### src/rtl/tdc_plot_distributer_if.sv
// Detector inputs and measurement/histogram outputs of the two-channel
// time-correlation front end.
interface tdc_plot_distributer_if;
  logic       pulse1;
  logic       pulse2;
  logic [1:0] START_signal;
  logic [1:0] END_signal;
  logic [6:0] INTERVAL;
  logic       data_arrived;
  logic [7:0] Addr;
  logic       Memory_add;

  modport slave (
    input  pulse1, pulse2,
    output START_signal, END_signal, INTERVAL, data_arrived, Addr, Memory_add
  );

  modport master (
    output pulse1, pulse2,
    input  START_signal, END_signal, INTERVAL, data_arrived, Addr, Memory_add
  );
endinterface

### src/rtl/tdc_plot_distributer.sv
// Two-channel TDC: measures the cycle interval between edges on opposite
// detector channels and turns each measurement into a histogram increment.
module tdc_plot_distributer (
  input  logic                  clk,
  input  logic                  rst,
  tdc_plot_distributer_if.slave bus
);

  typedef enum logic {IDLE, COUNT} state_t;

  logic [1:0] sync1, sync2;
  logic       sync1_d, sync2_d;
  logic       e1, e2;

  state_t     state;
  logic [6:0] cnt;
  logic [1:0] cur_start;
  logic [1:0] start_q, end_q;
  logic [6:0] interval_q;
  logic       data_arrived_q;
  logic [7:0] addr_q;
  logic       memory_add_q;

  logic       opp_edge, same_edge;

  // Two-flop synchronizers followed by registered rising-edge detectors
  always_ff @(posedge clk or posedge rst) begin
    if (rst) begin
      sync1   <= 2'b00;
      sync2   <= 2'b00;
      sync1_d <= 1'b0;
      sync2_d <= 1'b0;
      e1      <= 1'b0;
      e2      <= 1'b0;
    end else begin
      sync1   <= {sync1[0], bus.pulse1};
      sync2   <= {sync2[0], bus.pulse2};
      sync1_d <= sync1[1];
      sync2_d <= sync2[1];
      e1      <= sync1[1] & ~sync1_d;
      e2      <= sync2[1] & ~sync2_d;
    end
  end

  assign opp_edge  = (cur_start == 2'b01) ? e2 : e1;
  assign same_edge = (cur_start == 2'b01) ? e1 : e2;

  // cur_start tracks the open measurement; the START/END/INTERVAL outputs
  // only change when an event is emitted
  always_ff @(posedge clk or posedge rst) begin
    if (rst) begin
      state          <= IDLE;
      cnt            <= 7'd0;
      cur_start      <= 2'b00;
      start_q        <= 2'b00;
      end_q          <= 2'b00;
      interval_q     <= 7'd0;
      data_arrived_q <= 1'b0;
    end else begin
      data_arrived_q <= 1'b0;
      case (state)
        IDLE: begin
          if (e1 && e2) begin
            start_q        <= 2'b11;
            end_q          <= 2'b11;
            interval_q     <= 7'd0;
            data_arrived_q <= 1'b1;
          end else if (e1 || e2) begin
            cur_start <= {e2, e1};
            cnt       <= 7'd0;
            state     <= COUNT;
          end
        end
        COUNT: begin
          if (opp_edge) begin
            start_q        <= cur_start;
            end_q          <= {e2, e1};
            interval_q     <= cnt + 7'd1;
            data_arrived_q <= 1'b1;
            state          <= IDLE;
          end else if (same_edge) begin
            cnt <= 7'd0;
          end else if (cnt == 7'd126) begin
            state <= IDLE;
          end else begin
            cnt <= cnt + 7'd1;
          end
        end
        default: state <= IDLE;
      endcase
    end
  end

  // Histogram address: channel order selects the half, coincidences go to bin 0
  always_ff @(posedge clk or posedge rst) begin
    if (rst) begin
      addr_q       <= 8'h00;
      memory_add_q <= 1'b0;
    end else begin
      memory_add_q <= 1'b0;
      if (data_arrived_q) begin
        case ({start_q, end_q})
          4'b0110: begin
            addr_q       <= {1'b0, interval_q};
            memory_add_q <= 1'b1;
          end
          4'b1001: begin
            addr_q       <= {1'b1, interval_q};
            memory_add_q <= 1'b1;
          end
          4'b1111: begin
            addr_q       <= 8'h00;
            memory_add_q <= 1'b1;
          end
          default: ;
        endcase
      end
    end
  end

  assign bus.START_signal = start_q;
  assign bus.END_signal   = end_q;
  assign bus.INTERVAL     = interval_q;
  assign bus.data_arrived = data_arrived_q;
  assign bus.Addr         = addr_q;
  assign bus.Memory_add   = memory_add_q;

endmodule

### src/flat_wrapper.sv
// flat-port wrapper written by rule: the top's interface ports become plain ports
module tdc_plot_distributer_flat 
  (clk, rst, bus_pulse1, bus_pulse2, bus_START_signal, bus_END_signal, bus_INTERVAL, bus_data_arrived, bus_Addr, bus_Memory_add);
  tdc_plot_distributer_if bus_i ();
  input  logic clk;
  input  logic rst;
  input wire logic [$bits(bus_i.pulse1)-1:0] bus_pulse1;
  input wire logic [$bits(bus_i.pulse2)-1:0] bus_pulse2;
  output wire logic [$bits(bus_i.START_signal)-1:0] bus_START_signal;
  output wire logic [$bits(bus_i.END_signal)-1:0] bus_END_signal;
  output wire logic [$bits(bus_i.INTERVAL)-1:0] bus_INTERVAL;
  output wire logic [$bits(bus_i.data_arrived)-1:0] bus_data_arrived;
  output wire logic [$bits(bus_i.Addr)-1:0] bus_Addr;
  output wire logic [$bits(bus_i.Memory_add)-1:0] bus_Memory_add;
  assign bus_i.pulse1 = bus_pulse1;
  assign bus_i.pulse2 = bus_pulse2;
  assign bus_START_signal = bus_i.START_signal;
  assign bus_END_signal = bus_i.END_signal;
  assign bus_INTERVAL = bus_i.INTERVAL;
  assign bus_data_arrived = bus_i.data_arrived;
  assign bus_Addr = bus_i.Addr;
  assign bus_Memory_add = bus_i.Memory_add;
  tdc_plot_distributer u_core (.clk(clk), .rst(rst), .bus(bus_i));
endmodule
### config.mk
export PLATFORM = sky130hd
export DESIGN_NAME = tdc_plot_distributer_flat
export DESIGN_NICKNAME = d
export VERILOG_FILES = /design/src/rtl/tdc_plot_distributer_if.sv /design/src/rtl/tdc_plot_distributer.sv /design/src/flat_wrapper.sv
export SDC_FILE = /design/constraint.sdc
export NUM_CORES = 1
export LEC_CHECK = 0
export ABC_AREA = 1
export ABC_CLOCK_PERIOD_IN_PS = 1900
export BUFFER_PORTS_ARGS = -buffer_cell sky130_fd_sc_hd__buf_4
export CAP_MARGIN = 20
export CORE_MARGIN = 1.5
export CORE_UTILIZATION = 56
export CTS_CLUSTER_SIZE = 14
export DETAILED_ROUTE_END_ITERATION = 12
export PLACE_DENSITY = 0.88
export SLEW_MARGIN = 20
export SYNTH_ARGS = -nofsm -noshare
export SYNTH_HDL_FRONTEND = slang
export SYNTH_SLANG_ARGS = --single-unit
### constraint.sdc
create_clock -name clk -period 1.9 [get_ports clk]
set_input_delay 0.095 -clock clk [delete_from_list [all_inputs] [get_ports clk]]
set_output_delay 0.095 -clock clk [all_outputs]
set_load 0.05 [all_outputs]
==> run summary, run 1 <==
The width of the die is approximately 60 um. The pin count of the biggest net entering global routing is 40. Timing would allow up to between 0.6 and 0.7 GHz. Dividing the synthesized area by the synthesized cell count gives between 9 and 10 um2. The proportion of layout cells with a drive suffix above 1 came out at between 20% and 30%.

The buffer type at the clock tree root is sky130_fd_sc_hd__clkbuf_4. The mean number of vias per cell is 5.080. After synthesis, the most frequently instantiated cells are 50 x sky130_fd_sc_hd__nand2_1, 39 x sky130_fd_sc_hd__dfrtp_1, 23 x sky130_fd_sc_hd__nand3_1, 20 x sky130_fd_sc_hd__inv_1, 13 x sky130_fd_sc_hd__nor2_1.

In this design, the largest share of critical-path delay is due to simple AND/OR/NAND/NOR gates. The max-slew violation total from the final report came out at 0. The total routing resource utilization after global routing came out at 19.70%. After layout, the worst path uses around 78% of the clock period. The reg-to-reg setup timing slack came out at ~410 ps. The port buffer count came out at 24.

The total global routing overflow came out at 0. For the worst flop-to-flop path, the logic depth is 6. The total design power is approximately 3200 uW. The final route contains ~1400 vias. The setup clock skew after layout came out at 10.04 ps. The largest fanout of any net on the critical path is 14. The share of flip-flops with an asynchronous set or reset came out at between 90% and 100%. The instance count of the mapped netlist is roughly 200.

The number of antenna-violating nets in the routed design is 0. Sorting the synthesized cells by area gives the leading types as sky130_fd_sc_hd__dfrtp_1 53%, sky130_fd_sc_hd__nand2_1 10%, sky130_fd_sc_hd__nand3_1 6.3%. The post-route DRC violation count came out at 0. The die area is roughly 3600 um2. At the pin with the least slew margin, the transition time is 473.8 ps.

The total wire length after detailed routing is 3.166 mm. The run finished with clean final reports. The first-pass iteration count of the detailed router is 4. The critical path is of the flop to flop type. The diode insertion count for antenna repair is 0. The floorplan has 20 rows.

In this run the critical register-to-register path is captured at u_core.cnt[3]. The maximum VDD drop is approximately 670 uV. The via count of the first global-routing pass came out at ~1200. Traced cell by cell, the critical path runs through inv_2 > nand2_2 > or2_4 > nand2_4 > nand2_1 > nand2_1. The worst slew slack as a fraction of its limit is between 60% and 70%. The most used flip-flop cell after synthesis is sky130_fd_sc_hd__dfrtp_1. The sequential cell area fraction in the yosys report came out at 53.35%. The netlist area before placement came out at ~1800 um2. The clock latency on the worst-skew pair came out at around 350 ps.

The arrival time at the worst endpoint came out at between 1500 and 2000 ps. CTS saw 39 sinks. The synthesized design spends more area on one cell type than any other, namely sky130_fd_sc_hd__dfrtp_1. Max-cap violations in this run came to 0.

The number of H-tree levels is 2. The path with the worst hold slack has its endpoint at u_core.sync1[1]. The total nets after synthesis came out at slightly above 200. The initial cell density of the core came out at ~60%. Setup violations remaining at the end of the flow were counted as 0.

The tightest min-delay check is of the flop to flop type. Setup repair after global routing left no endpoint under its margin. In this run the static leakage power is 0.001088 uW.

The area of the placeable core came out at approximately 3000 um2. Compared with the post-synthesis result, the final layout area differs by 17.51%. The number of distinct library cells after synthesis is 26. The initial antenna violation count is 0.

The number of hold-repair buffers added at the cts stage is 3. The hold violation count in the final report came to 0. In this run, the number of DRC markers left after iteration 0 of detailed routing was between 80 and 90.

The total power density per cell area came out at approximately 1500 nW/um2. For this design, the slowest cell found on the critical path is sky130_fd_sc_hd__dfrtp_1. On the worst path, the slowest cell contributes a delay of roughly 500 ps. The final weighted congestion in routability-driven placement is 0.8597. The startpoint identified for the worst register-to-register timing path is u_core.state.

The height of the chip is roughly 60 um. The number of instances resized during post-cts repair came out at 0. The placed wire-length estimate after detailed placement is around 2.3 mm. The detailed-route wire length per cell came out at ~12 um. The beginning of the worst hold path is u_core.sync1[0]. The flop and latch count out of synthesis is 39.

The instance count along the most critical hold path came out at 0. The synthesis warning total is 0. The area share of the largest cell type after synthesis is between 50% and 60%. The worst path needs 1491 ps of the cycle, external delays included. The maximum count of clock buffers along a single path came out at 2. The final standard cell count with taps included and fillers excluded is around 280. Clock-pin slew was measured on the worst setup and hold paths at between 100 and 150 ps. The global-route wire length before repair is 5.133 mm. In this run, CTS created clock tree buffers numbering 5. The required arrival time at the worst endpoint came out at about 2200 ps.

Counting both buffers and inverters, the worst setup path holds a total of 1. The type of destination of the critical path is a flop. The accumulated negative setup slack came out at 0 ps. STA classifies the critical path startpoint as a flop. Among the stages of the critical path, the cell type that occurs most often is sky130_fd_sc_hd__nand2_1. The number of flops mapped to enable cells by yosys came out at 0. The total I/O pin count is 25.

The buffer count from post-CTS setup fixing came out at 0. TritonCTS built the clock tree. Yosys instantiated no cell more often than sky130_fd_sc_hd__nand2_1. The number of nets in the final layout is about 240.

The number of placed instances, taps included, is about 260.
[worst max-delay path by stage]
stage	depth (start not counted)	slack, ps	endpoint	start
after floorplan	8	330	u_core.bus.Addr[2]	u_core.bus.START_signal[1]
after global placement	6	500	u_core.cnt[2]	u_core.state
after detailed placement	6	460	u_core.cnt[3]	u_core.state
after CTS	6	430	u_core.cnt[3]	u_core.state
after global routing	6	330	u_core.bus.INTERVAL[2]	u_core.state
final	6	410	u_core.cnt[3]	u_core.state
[layer usage]
metal	GRT usage, %	share of wire [%]
met5	0	0
met3	6.061	5.7
met2	32.14	46
met1	23.53	45
met4	9.524	2.4
[layout make-up]
type | instances | area, um2
Timing Repair Buffer | 28 | 217.7
Clock buffer | 6 | 51.30
Multi-Input combinational cell | 134 | 732.0
Sequential cell | 39 | 975.9
Fill cell | 245 | 928.4
Clock inverter | 2 | 35.03
Tap cell | 44 | 55.05
Inverter | 22 | 82.58
[logic make-up after synthesis]
family / after synthesis / share of synthesized area [%]
xor+xnor: 1 / 0.4789
compound gates: 23 / 9.233
simple gates: 106 / 27.57
flops: 39 / 53.35
buf+inv: 26 / 6.634
fa+ha+maj: 4 / 2.736
[power by group]
part | leakage, uW | internal [uW] | switching, uW
Sequential | 0.000503 | 1010 | 177
Combinational | 0.000538 | 412 | 1020
Clock | 0.0000482 | 311 | 270
[sequential cells by signal, indices dropped and copies added, names as in the netlist]
register / cells
u_core.bus.Addr: 8
u_core.bus.END_signal: 2
u_core.bus.INTERVAL: 7
u_core.bus.Memory_add: 1
u_core.bus.START_signal: 2
u_core.bus.data_arrived: 1
u_core.cnt: 7
u_core.cur_start: 2
u_core.e1: 1
u_core.e2: 1
u_core.state: 1
u_core.sync1: 2
u_core.sync1_d: 1
u_core.sync2: 2
u_core.sync2_d: 1
[placed cells by master (no fill, tap or decap), types with 2 or more instances in the layout]
cell,n
sky130_fd_sc_hd__nand2_2,8
sky130_fd_sc_hd__nand3_1,23
sky130_fd_sc_hd__o31ai_1,2
sky130_fd_sc_hd__nor3_1,4
sky130_fd_sc_hd__clkbuf_4,5
sky130_fd_sc_hd__ha_1,4
sky130_fd_sc_hd__o21bai_1,3
sky130_fd_sc_hd__o21ai_2,9
sky130_fd_sc_hd__o21ai_1,2
sky130_fd_sc_hd__a22oi_1,3
sky130_fd_sc_hd__inv_1,20
sky130_fd_sc_hd__nand2_4,2
sky130_fd_sc_hd__o21ai_0,3
sky130_fd_sc_hd__dfrtp_1,39
sky130_fd_sc_hd__dlygate4sd3_1,3
sky130_fd_sc_hd__inv_2,2
sky130_fd_sc_hd__nor2_1,13
sky130_fd_sc_hd__buf_4,25
sky130_fd_sc_hd__nand2_1,50
[worst reg2reg max path, stage by stage (launching register included)]
cell and delay [ps]:
sky130_fd_sc_hd__dfrtp_1 500, sky130_fd_sc_hd__inv_2 250, sky130_fd_sc_hd__nand2_2 120, sky130_fd_sc_hd__or2_4 320, sky130_fd_sc_hd__nand2_4 120, sky130_fd_sc_hd__nand2_1 60
sky130_fd_sc_hd__nand2_1 60
[per-stage QoR]
stage / util (%) / hold slack, ps / area, um2 / setup slack (ps)
global placement: 66.06 / 204.6 / 2033 / 503.2
global route: 69.84 / 371.0 / 2150 / 331.6
detailed placement: 66.06 / 205.4 / 2033 / 455.1
CTS: 69.84 / 366.3 / 2150 / 434.5
finish: 69.84 / 363.4 / 2150 / 409.0
floorplan: - / 126.4 / 1829 / 325.7
No activity file was read; power rests on OpenSTA's default activity.
==> run 2: changes to the inputs <==
--- a/config.mk
+++ b/config.mk
@@ -6,7 +6,7 @@
 export NUM_CORES = 1
 export LEC_CHECK = 0
 export ABC_AREA = 1
-export ABC_CLOCK_PERIOD_IN_PS = 1900
+export ABC_CLOCK_PERIOD_IN_PS = 1500
 export BUFFER_PORTS_ARGS = -buffer_cell sky130_fd_sc_hd__buf_4
 export CAP_MARGIN = 20
 export CORE_MARGIN = 1.5
==> constraint.sdc (replaced) <==
create_clock -name clk -period 1.5 [get_ports clk]
set_input_delay 0.075 -clock clk [delete_from_list [all_inputs] [get_ports clk]]
set_output_delay 0.075 -clock clk [all_outputs]
set_load 0.05 [all_outputs]
==> run 2 against run 1 <==
Against the previous run: critical path depth grew 1; design area grew 1.2%; combinational power grew 27%; core utilization grew 0.81 points; critical path type unchanged; clock power grew 46%; largest cell class unchanged; non-clock buffer count grew 1; count of clock-buffer cells in the layout is the same; worst hold slack lost 3.6 ps.
==> run summary, run 2 (synthesis results as in run 1) <==
The worst slew slack as a fraction of its limit came out at between 60% and 70%. In the final design database the tool counted between 200 and 250 nets. The port buffer count came out at 24. The instance count along the most critical hold path is 0. In the finished design, the share of the clock period the worst path needs comes to about 92%. The pin count of the biggest net entering global routing is 40. The cell family contributing the most delay on the critical path is simple AND/OR/NAND/NOR gates. The initial antenna violation count came out at 0. For this block, the initial DRC count from the detailed router was between 100 and 150. The total wire length after detailed routing came out at 3.100 mm. The actual slew at the worst max-slew pin came out at 462.5 ps. The number of gates resized after CTS was 0.

The clock drives 39 sinks. Setup violations remaining at the end of the flow were counted as 0. After detailed routing, the number of vias per cell comes to just over 5. Measured along the y axis, the die boundary spans around 60 um. The hold violation count in the final report is 0. After detailed routing, the number of remaining DRC violations is 0. The library cell used most frequently in the layout, excluding fill and tap cells, is sky130_fd_sc_hd__nand2_1.

In this run the worst setup path terminates at u_core.cnt[5]. The critical path goes through ha_1 > inv_1 > nand2_2 > or2_4 > nand2_4 > nand2_1 > nand2_1. The detailed-route wire length per cell is 11.23 um.

The die area is about 3600 um2. The number of max-cap violations came out at 0. The area growth from synthesis to layout came out at 18.88%. The routed layout has about 1400 vias. The worst setup path is launched from a flop. The core region is ~3100 um2.

Summed over all cells, the static leakage comes to between 0.001 and 0.0015 uW. The diode insertion count for antenna repair came out at 0. For this run, the detailed router's first-pass iteration total came to 4. Derived from the worst setup path, the maximum achievable clock frequency is 0.7258 GHz. The placed wire-length estimate after detailed placement is about 2.2 mm. Setup repair after global routing left no endpoint under its margin.

The library cells used most frequently in the layout, excluding fill and tap cells, are 50 x sky130_fd_sc_hd__nand2_1, 37 x sky130_fd_sc_hd__dfrtp_1, 26 x sky130_fd_sc_hd__buf_4. The number of cells on the critical path is 7. TritonCTS built the clock tree. The via count of the first global-routing pass came out at 1272.

Adding up every negative setup slack in the final design gives 0 ps. For this run, the slowest stage of the critical path takes around 450 ps. The first global-routing pass estimated around 5.1 mm of wire. The maximum count of clock buffers along a single path came out at 2. The worst register-to-register path ends at u_core.cnt[5]. The total global routing overflow is 0. The count of nets left with antenna violations once routing finished came out at 0.

The initial utilization of the core area, before any placement, comes to between 50% and 60%. The arrival time at the worst endpoint came out at 1660 ps. The total routing resource utilization after global routing came out at between 10% and 20%. The placement row count is 20. The maximum VDD drop came out at around 1000 uV. The post-route core utilization is a little over two thirds. The worst min-delay path class is flop to flop. The reg-to-reg setup timing slack is around 120 ps. The buffer type at the clock tree root is sky130_fd_sc_hd__clkbuf_4. STA classifies the critical path endpoint as a flop. Counting I/O delays and the setup requirement, the final critical path takes about 1400 ps. The setup clock skew after layout came out at between 6 and 7 ps. The clock latency on the worst-skew pair came out at ~340 ps.

The flow ran to the end, and the final reports show no timing, DRC or antenna violations. The cell that appears most often on the critical path is sky130_fd_sc_hd__nand2_1. The master of the slowest instance on the critical path is sky130_fd_sc_hd__dfrtp_1. The worst reg-to-reg path cell count came out at 7. The worst path buffer plus inverter count is 1. The launching instance or port of the critical path is u_core.e2. The required arrival time at the worst endpoint is 1790 ps. The TritonCTS buffer count is 5. The proportion of layout cells with a drive suffix above 1 is a little over a quarter. The total power density per cell area is 1923 nW/um2.

The register with the most flip-flops in the layout has 8 of them. The largest fanout of any net on the critical path came out at 12. The total I/O pin count is 25. The clock-pin slew on the worst setup and hold paths came out at 110 ps. The max-slew violation total from the final report came out at 0. The critical path is of the flop to flop type.

The total design power came out at about 4200 uW. The die is 60.16 um wide. The startpoint identified for the worst register-to-register timing path is u_core.e2.

The final weighted congestion in routability-driven placement is between 0.7 and 0.8. The H-tree was split into 2 levels.
==> run 2: cell count changes in the layout (fill, tap and decap cells not counted), sizes merged <==
cell / before / now
bufinv: 1 / 2
clkinv: 1 / 0
buf: 25 / 26
==> run 2: routing by layer <==
layer	up-vias	GRT usage (%)	share of wire [%]
met2	31	31.37	47
met5	-	0	0
met3	8	5.844	5.1
met4	0	9.841	2.3
met1	663	22.41	45
li1	706	-	-
==> run 2: how the worst min path moves through the flow <==
stage                           end  slack, ps            start
finish              u_core.sync2[1]        360  u_core.sync2[0]
global route        u_core.sync1[0]        370       bus_pulse1
CTS                 u_core.sync1[0]        360       bus_pulse1
detailed placement  u_core.sync2[0]        190       bus_pulse2
global placement    u_core.sync1[0]        180       bus_pulse1
floorplan           u_core.sync1[0]        110       bus_pulse1
==> run 2: area by class of cell <==
| cell class | instances | area, um2 |
|---|---|---|
| clock buffer | 6 | 41.29 |
| inverter | 22 | 82.58 |
| multi-input combinational | 134 | 732.0 |
| clock inverter | 2 | 60.06 |
| timing repair buffer | 29 | 225.2 |
| tap | 44 | 55.05 |
| fill | 246 | 903.4 |
| sequential | 39 | 978.4 |
==> run 2: metrics by stage <==
step | hold slack [ps] | instances | instance area (um2) | worst slack (ps)
floorplan | 106.4 | 199 | 1832 | 15.24
detailed placement | 185.3 | 265 | 2043 | 151.6
CTS | 360.5 | 276 | 2175 | 130.5
finish | 359.8 | 276 | 2175 | 122.3
global route | 370.2 | 276 | 2175 | 11.77
global placement | 184.2 | 265 | 2043 | 178.6
==> run 2: what timing repair did <==
action / 4_1_cts / 5_1_grt
endpoints found under the hold margin: 41 / 0
hold buffers: 3 / 0
setup buffers: 0 / 0
endpoints found under the setup margin: 0 / 0
==> run 2: where the power goes <==
group          leakage (uW)  internal [uW]  total [uW]  switching (uW)
logic              0.000542            541        1820            1280
registers          0.000501           1290        1510             224
clock network     0.0000525            520         849             329
total               0.00110           2350        4180            1830
==> run 3: changes to the inputs <==
--- a/config.mk
+++ b/config.mk
@@ -13,8 +13,10 @@
 export CORE_UTILIZATION = 56
 export CTS_CLUSTER_SIZE = 14
 export DETAILED_ROUTE_END_ITERATION = 12
+export MAX_ROUTING_LAYER = met4
 export PLACE_DENSITY = 0.88
-export SLEW_MARGIN = 20
+export RECOVER_POWER = 25
+export SLEW_MARGIN = 25
 export SYNTH_ARGS = -nofsm -noshare
 export SYNTH_HDL_FRONTEND = slang
 export SYNTH_SLANG_ARGS = --single-unit
==> run 3 against run 2 <==
Against the previous run: power is essentially flat; clock skew grew 0.69 ps; final cell count is the same; maximum frequency grew 0.34%; clock power is essentially flat; critical endpoint unchanged.
==> run summary, run 3 (synthesis results as in run 1) <==
The worst slew slack as a fraction of its limit is between 40% and 50%. Among the stages of the critical path, the cell type that occurs most often is sky130_fd_sc_hd__nand2_1. The final critical path takes up between 90% and 100% of the cycle. The worst path buffer plus inverter count is 1. The mean number of vias per cell came out at 5.149. The first-pass iteration count of the detailed router is 4. The placement row count is 20. The smallest clock period supported by the final layout is computed as approximately 1400 ps. The width of the die came out at 60.16 um. The maximum VDD drop is between 900 and 1000 uV. The initial antenna violation count came out at 0.

The run finished with clean final reports. The number of antenna-violating nets in the routed design came out at 0. The number of hold-repair buffers added at the cts stage came out at 3. In this run the worst hold path is classified as flop to flop. The proportion of layout cells with a drive suffix above 1 is about a quarter. The signal on the critical path passes through ha_1 > inv_1 > nand2_2 > or2_4 > nand2_4 > nand2_1 > nand2_1. The post-route core utilization is between 70% and 80%. The total power density per cell area came out at ~1900 nW/um2. The total wire length after detailed routing came out at around 3.1 mm. The end of the critical path is u_core.cnt[5].

The number of nets in the final layout came out at ~240. The end of the worst register-to-register path is u_core.cnt[5]. Once detailed placement completed, the half-perimeter wirelength came to 2.234 mm. In this run the number of cells on the critical path is 7. The pin count of the biggest net entering global routing came out at 40. Setup repair after global routing left no endpoint under its margin.

STA classifies the critical path endpoint as a flop. Across all layers, the routed design uses 1421 vias. Summed over all layers, the global routing overflow is 0.

The setup clock skew after layout came out at 7.437 ps. The total routing resource utilization after global routing is ~20%. After detailed routing, the average wire length per cell comes to roughly 11 um. The largest single stage delay on the critical path is ~450 ps.

The static power due to leakage is roughly 0.0011 uW. The first global-routing pass estimated between 5 and 6 mm of wire. Leaving out fill and tap cells, the most frequent cells in the layout are 50 x sky130_fd_sc_hd__nand2_1, 37 x sky130_fd_sc_hd__dfrtp_1, 23 x sky130_fd_sc_hd__nand3_1. In this run the critical register-to-register path is launched from u_core.e2. The register with the most flip-flops in the layout has 8 of them.

The launching instance or port of the critical path is u_core.e2. The completed layout was analyzed and its total power is roughly 4200 uW. The final weighted congestion in routability-driven placement is ~0.80. The worst reg-to-reg path cell count came out at 7.

The number of instances resized during post-cts repair came out at 0. The via count of the first global-routing pass came to roughly 1300. In this run the tool buffered the top-level ports with 24 buffer cells. At the worst endpoint, the required time is around 1800 ps. The routing usage on met1 is about 22%.

The setup-violating endpoint count in the final report came out at 0. Global routing used a little under a third of the available met2 tracks. The reg-to-reg setup timing slack is ~130 ps. The hold violation count in the final report is 0.

The met3 demand-to-capacity share in global routing is just under 6%. The total area of multi-input combinational cells is between 700 and 800 um2. 0 antenna diodes ended up in the layout. The area growth from synthesis to layout came out at 18.74%. The layer flagged by global routing as most heavily used is met2. The maximum count of clock buffers along a single path came out at 2.

The total instance count after detailed placement came out at ~270. TritonCTS built the clock tree. The area of the placeable core came out at 3078 um2. OpenSTA, run right after detailed placement, puts the worst setup slack at roughly 150 ps.

The buffer count from post-CTS setup fixing came out at 0. The actual slew at the worst max-slew pin came out at between 800 and 900 ps. CTS built an H-tree with a depth of 2. The number of sinks handled by clock tree synthesis came out at 39. The least setup slack across all paths after layout came out at approximately 130 ps. The fill cell total of the finished layout is approximately 250. The TritonCTS buffer count is 5.

The height of the chip came out at roughly 60 um. The die area came out at roughly 3600 um2. The worst setup path is launched from a flop. The top achievable clock speed is ~0.73 GHz. Of all nets on the critical path, the largest fanout is 12. For the worst setup path, the data arrival time is ~1700 ps.

For this configuration, the core starts out at a cell density of 59.43%. The violation count after the first detailed-routing iteration came out at 94. Across the run, the number of max-cap violations was 0. Leaving out fill and tap cells, the most frequent cell in the layout is sky130_fd_sc_hd__nand2_1.

In this run the clock root is driven by a sky130_fd_sc_hd__clkbuf_4. The sequential cell area in the final layout is between 900 and 1000 um2. After detailed routing, the number of remaining DRC violations is 0. The max-slew violation total from the final report came out at 0.

The accumulated negative setup slack is 0 ps. For this design, the slowest cell found on the critical path is sky130_fd_sc_hd__dfrtp_1. The worst setup path is of the flop to flop kind.

For the worst-skew pair, the clock arrives at the later sink with an insertion delay of 350 ps. On the critical path the largest part of the delay comes from simple AND/OR/NAND/NOR gates. The clock-pin slew on the worst setup and hold paths is 110 ps. The total I/O pin count came out at 25. The final standard cell count with taps included and fillers excluded came out at between 200 and 300.
run 3: cell count changes in the layout (fill, tap and decap cells not counted):
cell                       previous run  this run
sky130_fd_sc_hd__buf_4               26        22
sky130_fd_sc_hd__clkbuf_2             0         1
sky130_fd_sc_hd__clkbuf_4             5         8
run 3: final cells by class:
class | instances | share of cell area (%)
Sequential cell | 39 | 45.05
Multi-Input combinational cell | 134 | 33.70
Timing Repair Buffer | 29 | 10.25
Inverter | 22 | 3.802
Clock inverter | 2 | 2.765
Tap cell | 44 | 2.535
Clock buffer | 6 | 1.901
run 3: worst min-delay path by stage:
stage / startpoint / end / slack (ps) / cells after the start
finish: u_core.sync2[0] / u_core.sync2[1] / 360 / 0
global placement: bus_pulse1 / u_core.sync1[0] / 180 / 1
CTS: bus_pulse1 / u_core.sync1[0] / 360 / 2
floorplan: bus_pulse1 / u_core.sync1[0] / 110 / 0
detailed placement: bus_pulse2 / u_core.sync2[0] / 190 / 1
global route: u_core.sync1[0] / u_core.sync1[1] / 380 / 0
run 3: stage by stage:
| step | cell area (um2) | hold slack (ps) |
|---|---|---|
| after global routing | 2172 | 378.7 |
| after floorplan | 1832 | 106.4 |
| after global placement | 2043 | 184.2 |
| after CTS | 2175 | 360.5 |
| after detailed placement | 2043 | 185.3 |
| final | 2172 | 359.7 |
run 3: metal layers:
| layer | part of all wire (%) | wire, um |
|---|---|---|
| met1 | 45 | 1399 |
| met2 | 47 | 1458 |
| met5 | 0 | 0 |
| met3 | 5.8 | 180 |
| met4 | 2.2 | 68 |
run 3: where the power goes:
group	switching (uW)	internal, uW
Clock	329	520
Combinational	1280	540
Sequential	225	1290
Total	1840	2350
